### src/rtl/mem_arbiter.sv
// Single-port memory sequencer/arbiter for panel, IO and PU requesters (fixed priority pnl > io > pu).
// Latency: grant in IDLE, strobe next cycle, ack in the cycle the memory reply arrives, rd_data valid the cycle after.
// Backpressure: requests are level-held and wait while busy; optional WAIT timeout enabled by MEM_ARB_TIMEOUT_EN.
module mem_arbiter #(
  parameter int TIMEOUT_CYCLES = 15
) (
  input  logic        clk,
  input  logic        resetn,
  input  logic        pu_req,
  input  logic [11:0] pu_addr,
  output logic        pu_ack,
  input  logic        pnl_req,
  input  logic        pnl_we,
  input  logic [11:0] pnl_addr,
  input  logic        pnl_wsign,
  input  logic [29:0] pnl_wdata,
  output logic        pnl_ack,
  input  logic        io_req,
  input  logic [11:0] io_addr,
  input  logic        io_wsign,
  input  logic [29:0] io_wdata,
  output logic        io_ack,
  output logic        rd_sign,
  output logic [29:0] rd_data,
  output logic        mem_read,
  output logic        mem_write,
  output logic [11:0] mem_addr,
  output logic        mem_wsign,
  output logic [29:0] mem_wdata,
  input  logic        mem_read_reply,
  input  logic        mem_write_reply,
  input  logic        mem_rsign,
  input  logic [29:0] mem_rdata,
  output logic        busy,
  output logic        timeout_err
);

  typedef enum logic [1:0] {IDLE, ISSUE, WAIT, RELEASE} state_t;
  typedef enum logic [1:0] {OWN_PU, OWN_PNL, OWN_IO} owner_t;

  state_t      state, state_nxt;
  owner_t      owner, owner_nxt;
  logic        op_wr, op_wr_nxt;
  logic [11:0] addr_q, addr_nxt;
  logic        wsign_q, wsign_nxt;
  logic [29:0] wdata_q, wdata_nxt;
  logic        rd_sign_nxt;
  logic [29:0] rd_data_nxt;
  logic        done;
  logic        reply_match;
  logic        tmo_hit;

  assign reply_match = op_wr ? mem_write_reply : mem_read_reply;

`ifdef MEM_ARB_TIMEOUT_EN
  logic [7:0] tmo_cnt;
  logic       tmo_err_q;
  logic       timed_out;

  if (TIMEOUT_CYCLES < 3 || TIMEOUT_CYCLES > 255) begin : g_bad_timeout
    $error("mem_arbiter: TIMEOUT_CYCLES must be in 3..255");
  end

  assign tmo_hit   = (state == WAIT) && (tmo_cnt == 8'(TIMEOUT_CYCLES));
  assign timed_out = tmo_hit && !reply_match;

  // Cleared while in ISSUE so the first WAIT cycle counts from zero.
  always_ff @(posedge clk) begin
    if (!resetn) begin
      tmo_cnt   <= 8'd0;
      tmo_err_q <= 1'b0;
    end else begin
      if (state == ISSUE)
        tmo_cnt <= 8'd0;
      else if (state == WAIT)
        tmo_cnt <= tmo_cnt + 8'd1;
      if (timed_out)
        tmo_err_q <= 1'b1;
    end
  end

  assign timeout_err = tmo_err_q;
`else
  assign tmo_hit     = 1'b0;
  assign timeout_err = 1'b0;
`endif

  always_comb begin
    state_nxt   = state;
    owner_nxt   = owner;
    op_wr_nxt   = op_wr;
    addr_nxt    = addr_q;
    wsign_nxt   = wsign_q;
    wdata_nxt   = wdata_q;
    rd_sign_nxt = rd_sign;
    rd_data_nxt = rd_data;
    done        = 1'b0;
    case (state)
      IDLE: begin
        if (pnl_req) begin
          owner_nxt = OWN_PNL;
          op_wr_nxt = pnl_we;
          addr_nxt  = pnl_addr;
          wsign_nxt = pnl_wsign;
          wdata_nxt = pnl_wdata;
          state_nxt = ISSUE;
        end else if (io_req) begin
          owner_nxt = OWN_IO;
          op_wr_nxt = 1'b1;
          addr_nxt  = io_addr;
          wsign_nxt = io_wsign;
          wdata_nxt = io_wdata;
          state_nxt = ISSUE;
        end else if (pu_req) begin
          owner_nxt = OWN_PU;
          op_wr_nxt = 1'b0;
          addr_nxt  = pu_addr;
          wsign_nxt = 1'b0;
          wdata_nxt = 30'd0;
          state_nxt = ISSUE;
        end
      end
      ISSUE: state_nxt = WAIT;
      WAIT: begin
        if (reply_match) begin
          done      = 1'b1;
          state_nxt = RELEASE;
          if (!op_wr) begin
            rd_sign_nxt = mem_rsign;
            rd_data_nxt = mem_rdata;
          end
        end else if (tmo_hit) begin
          done      = 1'b1;
          state_nxt = RELEASE;
        end
      end
      RELEASE: state_nxt = IDLE;
      default: state_nxt = IDLE;
    endcase
  end

  always_ff @(posedge clk) begin
    if (!resetn) begin
      state   <= IDLE;
      owner   <= OWN_PU;
      op_wr   <= 1'b0;
      addr_q  <= 12'd0;
      wsign_q <= 1'b0;
      wdata_q <= 30'd0;
      rd_sign <= 1'b0;
      rd_data <= 30'd0;
    end else begin
      state   <= state_nxt;
      owner   <= owner_nxt;
      op_wr   <= op_wr_nxt;
      addr_q  <= addr_nxt;
      wsign_q <= wsign_nxt;
      wdata_q <= wdata_nxt;
      rd_sign <= rd_sign_nxt;
      rd_data <= rd_data_nxt;
    end
  end

  // Strobes and acks are masked during reset so an aborted op never completes.
  assign mem_read  = resetn && (state == ISSUE) && !op_wr;
  assign mem_write = resetn && (state == ISSUE) && op_wr;
  assign mem_addr  = addr_q;
  assign mem_wsign = wsign_q;
  assign mem_wdata = wdata_q;
  assign pu_ack    = resetn && done && (owner == OWN_PU);
  assign pnl_ack   = resetn && done && (owner == OWN_PNL);
  assign io_ack    = resetn && done && (owner == OWN_IO);
  assign busy      = (state != IDLE);

endmodule
### config.mk
export PLATFORM = sky130hd
export DESIGN_NAME = mem_arbiter
export DESIGN_NICKNAME = d
export VERILOG_FILES = /design/src/rtl/mem_arbiter.sv
export SDC_FILE = /design/constraint.sdc
export NUM_CORES = 1
export LEC_CHECK = 0
export CAP_MARGIN = 20
export CORE_UTILIZATION = 40
export DETAILED_ROUTE_END_ITERATION = 6
export HOLD_SLACK_MARGIN = 0.02
export PLACE_DENSITY = 0.93
export SYNTH_ARGS = -nofsm -noshare
export SYNTH_HDL_FRONTEND = slang
export SYNTH_SLANG_ARGS = --single-unit
### constraint.sdc
create_clock -name clk -period 2.4 [get_ports clk]
set_input_delay 0.6 -clock clk [delete_from_list [all_inputs] [get_ports clk]]
set_output_delay 0.6 -clock clk [all_outputs]
set_load 0.05 [all_outputs]
## Yosys cells after proc, flatten, opt, wreduce, memory -nomap -nowiden

Index checks and enable logic that the tools add are counted.

- Register bits: 79
- Bits in latches: 0
- RAM bits: 0
- Memory bits (read-only): 0
- Bits of input ports: 137
- Output and inout port bits: 81
- Memories kept: 0

- Add/sub/neg operators: 0
- Multiply operators: 0
- Divide/modulo/power cells: 0
- $lt $le $gt $ge: 0
- Equality and inequality tests: 7
- Shifts and indexed selects: 0
- Muxes and demuxes: 22
- Bitwise operators: 1
- Reductions and logical operators: 15

Operators by type and width:

| kind | number |
|---|---|
| 30-bit two-way mux | 3 |
| 12-bit two-way mux | 3 |
| 2-bit two-way mux | 7 |
| 1-bit two-way mux | 8 |
| 2-bit case mux with 4 select lines | 1 |
| 1-bit logical AND | 7 |
| 2-bit == test (second input constant) | 3 |
| 2-bit by 1-bit == test with 1-bit output (second input constant) | 2 |
| 2-bit zero test | 2 |
| 4-bit inequality test (second input constant) | 1 |
| 2-bit AND reduction | 2 |
| 3-bit AND reduction | 1 |
| 3-bit nonzero test | 1 |
| 2-bit inequality test (second input constant) | 1 |
| 2-bit nonzero test | 1 |
| 1-bit zero test | 1 |
| 1-bit inverter | 1 |

## Longest topological paths before layout

Gate-level depths: netlist of the first run.

- Word-level depth: 5
- Gate-level depth with buffers: 7

## Worst setup path after synthesis of the first run

Ideal clock, no wire load.

- Path kind: input to output
- From: in resetn
- To: out io_ack
- Data arrival time: 2.176 ns
- Data required time: 1.800 ns
- Path slack: -0.376 ns
- Stages on the path: 3
- Buffers on the path: 1
- Cell sequence: clkbuf_1 nand3b_1 nor3b_1

- Cells in the longest elaborated chain, start to end: 2

Ends and longest elaborated chain:

| item | line | text |
|---|---|---|
| start: declaration | 8 | `input logic resetn,` |
| 1-bit logical AND (2 in series) | 172 | `assign io_ack = resetn && done && (owner == OWN_IO);` |
| end: declaration | 22 | `output logic io_ack,` |

Every way passes these cells.

## Worst setup path after layout of the first run

- From: reg state[0]
- To: out pnl_ack

- Cells in the longest elaborated chain, start to end: 4

Ends and longest elaborated chain:

| item | line | text |
|---|---|---|
| start: declaration | 41 | `state_t state, state_nxt;` |
| start signal: assignment | 153 | `state <= state_nxt;` |
| 2-bit == test | 98 | `case (state)` |
| 1-bit two-way mux | 98 |  |
| 1-bit logical AND (2 in series) | 171 | `assign pnl_ack = resetn && done && (owner == OWN_PNL);` |
| end: declaration | 17 | `output logic pnl_ack,` |

Every way passes these cells.

==> results of run 1 <==
==> layer usage <==
layer	GRT usage, %	vias up
met3	4.67	30
met5	0	-
met4	10.5	0
met1	23.5	1791
li1	-	1805
met2	44.8	140
==> cell families after synthesis <==
| kind of cell | count (synthesis) |
|---|---|
| adders and majority gates | 4 |
| DFF | 79 |
| and+or+nand+nor | 156 |
| other | 1 |
| AOI/OAI and AO/OA | 86 |
| buffers and inverters | 41 |
| muxes | 26 |
==> flip-flops by register name, indices dropped and copies added (netlist names) <==
signal / cells
mem_wdata: 30
mem_wsign: 1
rd_sign: 1
rd_data: 30
op_wr: 1
owner: 2
mem_addr: 12
state: 2
==> worst paths after layout <==
| check | depth (start not counted) | endpoint | from | slack (ps) |
|---|---|---|---|---|
| max | 6 | pnl_ack | state[0] | 90 |
| min | 2 | rd_data[16] | rd_data[16] | 470 |
| max reg2reg | 12 | state[1] | op_wr | 300 |
| min reg2reg | 2 | rd_data[16] | rd_data[16] | 470 |
==> per-stage QoR <==
| step | hold slack, ps | setup WS, ps | util (%) | area (sq um) |
|---|---|---|---|---|
| final | 465 | 86.9 | 69.4 | 6480 |
| after global routing | 491 | 20.2 | 69.4 | 6480 |
| after CTS | 469 | 95.6 | 69.4 | 6470 |
| after detailed placement | 457 | -73.8 | 66.3 | 6190 |
| after global placement | 449 | -17.9 | 66.3 | 6190 |
| after floorplan | 451 | -376 | - | 3880 |
==> cell usage after synthesis, types with 2 or more instances <==
cell type,count
a21boi_0,31
a21oi_1,3
a221oi_1,2
a221oi_2,28
buf_1,4
buf_2,10
buf_4,8
buf_6,5
clkbuf_1,9
dfxtp_1,79
ha_1,4
inv_1,4
mux2_2,12
mux2i_1,14
nand2_1,69
nand2b_1,2
nand3_1,13
nand3b_1,2
nor2_1,32
nor2b_1,3
nor3b_1,4
nor3b_2,28
o21a_1,3
o21ai_0,13
o31a_1,2
==> power by group <==
group          switching [mW]  internal [mW]  leakage (nW)  total (mW)
registers               0.187           1.64         0.648        1.83
logic                    2.19           1.34          1.64        3.53
clock network           0.450          0.610         0.103        1.06
total                    2.83           3.59          2.39        6.42
==> final cells by class <==
cell class	instances	area (sq um)	area share (%)
clock buffers	12	145	2.24
well taps	129	161	2.49
clock inverters	3	67.6	1.04
flip-flops and latches	79	1580	24.4
multi-input cells	273	2090	32.3
diodes	1	2.50	0.0386
repair buffers	240	2410	37.3
inverters	4	15.0	0.232
==> tightest hold or removal path: cells and delay by family (launching register included) <==
kind / cells / cell delay (ps)
AND/OR/NAND/NOR: 1 / 50
flip-flops: 1 / 320
AO/OA/AOI/OAI: 1 / 60
==> what timing repair did <==
action	in CTS	in global routing
buffers inserted	8	0
cloned	0	0
gates resized for setup	5	1
pin swaps	1	0
endpoints found under the setup margin	3	3
==> flow_metrics.tcl, run 1 <==
set metrics [dict create \
    cts_buffers 9 \
    synth_area_leaders "dfxtp_1 41%, a221oi_2 11%, nor3b_2 9.0%, nand2_1 6.7%, a21boi_0 6.0%" \
    synthDistinctLibCells 34 \
    fmax_mhz 432 \
    outcome "finished clean" \
    hpwl_microns 8910 \
    p_total_mw 6.42 \
    power.leakage_nw 2.39 \
    start_util_pct 41.6 \
    critPathCaptureType "output pin" \
    muxShareOfSynthArea_pct 7.10 \
    cts_tree "done" \
    slew_headroom_pct 63.8 \
    wl_per_cell_microns 15.9 \
    worstMarginPinSlew_ps 542 \
    drt_iter0_markers 52 \
    synth_top_area_share_pct 40.8 \
    top_layer "met4" \
    ys.flop_type "dfxtp_1" \
    dr_wl_met3_microns 643 \
    setup_tns_ps 0 \
    vdd_ir_drop_max_mv 0.586 \
    synth-simple-area-share_pct 23.0 \
    p_per_area_nw_per_um2 992 \
    route.met2.wl_microns 6330 \
    maxCapViolCount 0 \
    synth_compound_area_share_pct 21.6 \
    routed_wl_microns 11800 \
    synth_edf_count 0 \
    first_pass_iters 4 \
    root_buffer "clkbuf_8" \
    mostFrequentLayoutCells "206 x clkdlybuf4s50_1, 79 x dfxtp_1, 69 x nand2_1" \
    hold_buffers 0 \
    grt_overflow 0 \
    critPathMaxFanout 5 \
    crit_family "simple AND/OR/NAND/NOR gates" \
    synth_warnings 0 \
    grt_pass1_wl_microns 18200 \
    ios 218 \
    layout_commonest_cell "clkdlybuf4s50_1" \
    num_vias 3766 \
    route.detailed.drc 0 \
    crit_buf_inv 3 \
    synth_seq_cells 79 \
    place.gp.congestion 0.802 \
    worst_setup_path_start_kind "flop" \
    drv_slew 0 \
    syn_area_per_cell_sq_um 9.86 \
    synthXorXnorAreaFrac_pct 0 \
    synth_top_family_by_area "simple AND/OR/NAND/NOR gates" \
    async_reset_ff_share_pct 0 \
    finalCritPeriodShare_pct 96.4 \
    met1_length_microns 4450 \
    vias_per_cell 5.08 \
    synth_seq_area_share_pct 40.8 \
    coreArea_sq_um 9330 \
    layout.nets 748 \
    synth_area_sq_um 3880 \
    fin_cells 741 \
    rows 35 \
    finalHoldViolCount 0 \
    worstPathArrival_ps 1710 \
    cts.sinks 79 \
    synthCells 393 \
    grt_max_degree 50 \
    h-tree-depth 3 \
    synth_nets 534 \
    grt.total_usage_pct 23.1 \
    rsz0062_at_grt "false" \
    path_clk_slew_ps 80 \
    worstPathRequired_ps 1800 \
    synth_fa_ha_area_share_pct 1.29 \
    antenna_found_initial 1 \
    slowest_stage "dfxtp_1" \
    worstSkewPairLatency_ps 330 \
    grt_pass1_vias 3848 \
    min_period_ps 2310 \
    ant_nets 0 \
    cts_buffer_depth 2 \
    syn_to_final_growth_pct 67.1 \
    die_h_microns 100 \
    drive_gt1_share_pct 19.8 \
    fin_worst_skew_ps 13.7 \
    timing_worst_setup_path_type "flop to output pin" \
    path_cells "inv_1 > ha_2 > nand3b_1 > nor3b_2 > buf_4 > buf_12" \
    post-place-cells 717 \
    yosys.area.top_type "dfxtp_1" \
    cp_slowest_stage_delay_ps 340 \
    finalSetupViolCount 0 \
    hold_class "flop to flop" \
    dieWidth_microns 100 \
    portBuffers 216 \
    n_fill_cell 717 \
    die-area_sq_um 10100 \
]
(Power assumes the default switching activity.)
==> run 2, diff against run 1 <==
- ABC_CLOCK_PERIOD_IN_PS: default -> 2400
- CTS_BUF_LIST: default -> sky130_fd_sc_hd__clkbuf_16
==> run 2 against run 1 <==
Compared with the run above: clock skew shrank 3.1 ps; critical path depth stayed put; die area unchanged; first-iteration DRC count up 33%; combinational power barely moved; cell area is 1.4% higher; sequential share of layout area down 0.33 points; fmax up 1.5%; worst setup slack improved by 33 ps; via count fell by 0.58%; register-to-register slack got worse by 20 ps; hold slack lost 3.1 ps; critical endpoint unchanged; largest cell class unchanged; largest power group unchanged.
==> flow_metrics.tcl, run 2 (synthesis gave the netlist of run 1 again) <==
set metrics [dict create \
    hold_depth 2 \
    multiInputGateArea_sq_um 2090 \
    rsz0062_at_grt "false" \
    path_clk_slew_ps 60 \
    grt.total_usage_pct 23.1 \
    timing_worst_setup_path_type "flop to output pin" \
    wl_per_cell_microns 16.0 \
    critPathCaptureType "output pin" \
    ant_nets 0 \
    cts.sinks 79 \
    worstSkewPairLatency_ps 320 \
    antenna_found_initial 1 \
    portBuffers 216 \
    worstPathRequired_ps 1800 \
    holdWs_ps 462 \
    maxCapViolCount 0 \
    route.detailed.drc 0 \
    syn_to_final_growth_pct 69.4 \
    vdd_ir_drop_max_mv 0.677 \
    critPathMaxFanout 5 \
    hold_class "flop to flop" \
    p_per_area_nw_per_um2 1030 \
    first_pass_iters 5 \
    drv_slew 0 \
    start_util_pct 41.6 \
    min_period_ps 2280 \
    slew_headroom_pct 64.1 \
    die-area_sq_um 10100 \
    grt_pass1_wl_microns 18200 \
    cts_tree "done" \
    hold_buffers 0 \
    rows 35 \
    worst_setup_path_start_kind "flop" \
    dieWidth_microns 100 \
    die_h_microns 100 \
    vias_per_cell 5.05 \
    layout.nets 748 \
    h-tree-depth 3 \
    outcome "finished clean" \
    grt_pass1_vias 3848 \
    num_vias 3744 \
    setup_tns_ps 0 \
    worstPathArrival_ps 1680 \
    finalHoldViolCount 0 \
    ios 218 \
    cts_buffers 9 \
    ff2ff_path_depth 12 \
    grt_overflow 0 \
    place.gp.congestion 0.802 \
    power.leakage_nw 2.44 \
    grt_max_degree 50 \
    fmax_mhz 439 \
    finalSetupViolCount 0 \
    routed_wl_microns 11800 \
    coreArea_sq_um 9330 \
    n_fill_cell 710 \
    cts_buffer_depth 2 \
    drt_iter0_markers 69 \
    finalCritPeriodShare_pct 95.0 \
    seq_area_sq_um 1580 \
    mostFrequentLayoutCells "206 x clkdlybuf4s50_1, 79 x dfxtp_1, 69 x nand2_1" \
    hpwl_microns 8910 \
    fin_worst_skew_ps 10.5 \
    drive_gt1_share_pct 19.5 \
    worstMarginPinSlew_ps 536 \
    layout_commonest_cell "clkdlybuf4s50_1" \
    root_buffer "clkbuf_16" \
]
run 2: where the power goes:
group	leakage, nW	switching [mW]	total (mW)	internal, mW
logic	1.64	2.19	3.53	1.34
clock network	0.152	0.493	1.39	0.894
registers	0.648	0.187	1.83	1.65
total	2.44	2.87	6.75	3.87
run 2: stage by stage:
step	total power [mW]	util [%]	worst slack (ps)	std cells	cell area, sq um
5_1_grt	7.08	70.4	8.73	741	6570
3_3_place_gp	5.25	66.3	-17.9	717	6190
3_5_place_dp	5.36	66.3	-73.8	717	6190
6_report	6.75	70.4	120	741	6570
2_1_floorplan	4.21	-	-376	393	3880
4_1_cts	6.80	70.4	124	740	6560
run 2: worst max-delay path, cell delays in order, from the launching register on:
cell and delay, ps:
dfxtp_1 330, inv_1 100, ha_1 250, nand3b_1 210
nor3b_2 210, buf_4 140, buf_12 120
run 2: path summary, 6_finish.rpt:
check	startpoint	to	slack (ps)
worst min register to register	rd_data[16]	rd_data[16]	460
worst max register to register	op_wr	state[1]	280
worst max-delay path	state[0]	pnl_ack	120
worst min-delay path	rd_data[16]	rd_data[16]	460
run 2: cell type report:
cell class	count	share of cell area (%)
Timing Repair Buffer	240	36.8
Multi-Input combinational cell	273	31.8
Sequential cell	79	24.1
Clock buffer	9	3.43
Tap cell	129	2.46
Clock inverter	6	1.20
Inverter	4	0.229
Antenna cell	1	0.0381
run 2: routing by layer:
metal | GRT usage [%] | vias up | wire length [microns]
met5 | 0 | - | 0
met4 | 9.36 | 0 | 298
met3 | 4.60 | 23 | 612
met2 | 45.0 | 137 | 6430
met1 | 23.8 | 1775 | 4500
li1 | - | 1809 | -
run 2: what timing repair did:
item / CTS / global route
setup endpoints to repair: 3 / 0
gates resized for setup: 5 / 0
buffers inserted: 8 / 0
endpoints found under the hold margin: 0 / 0
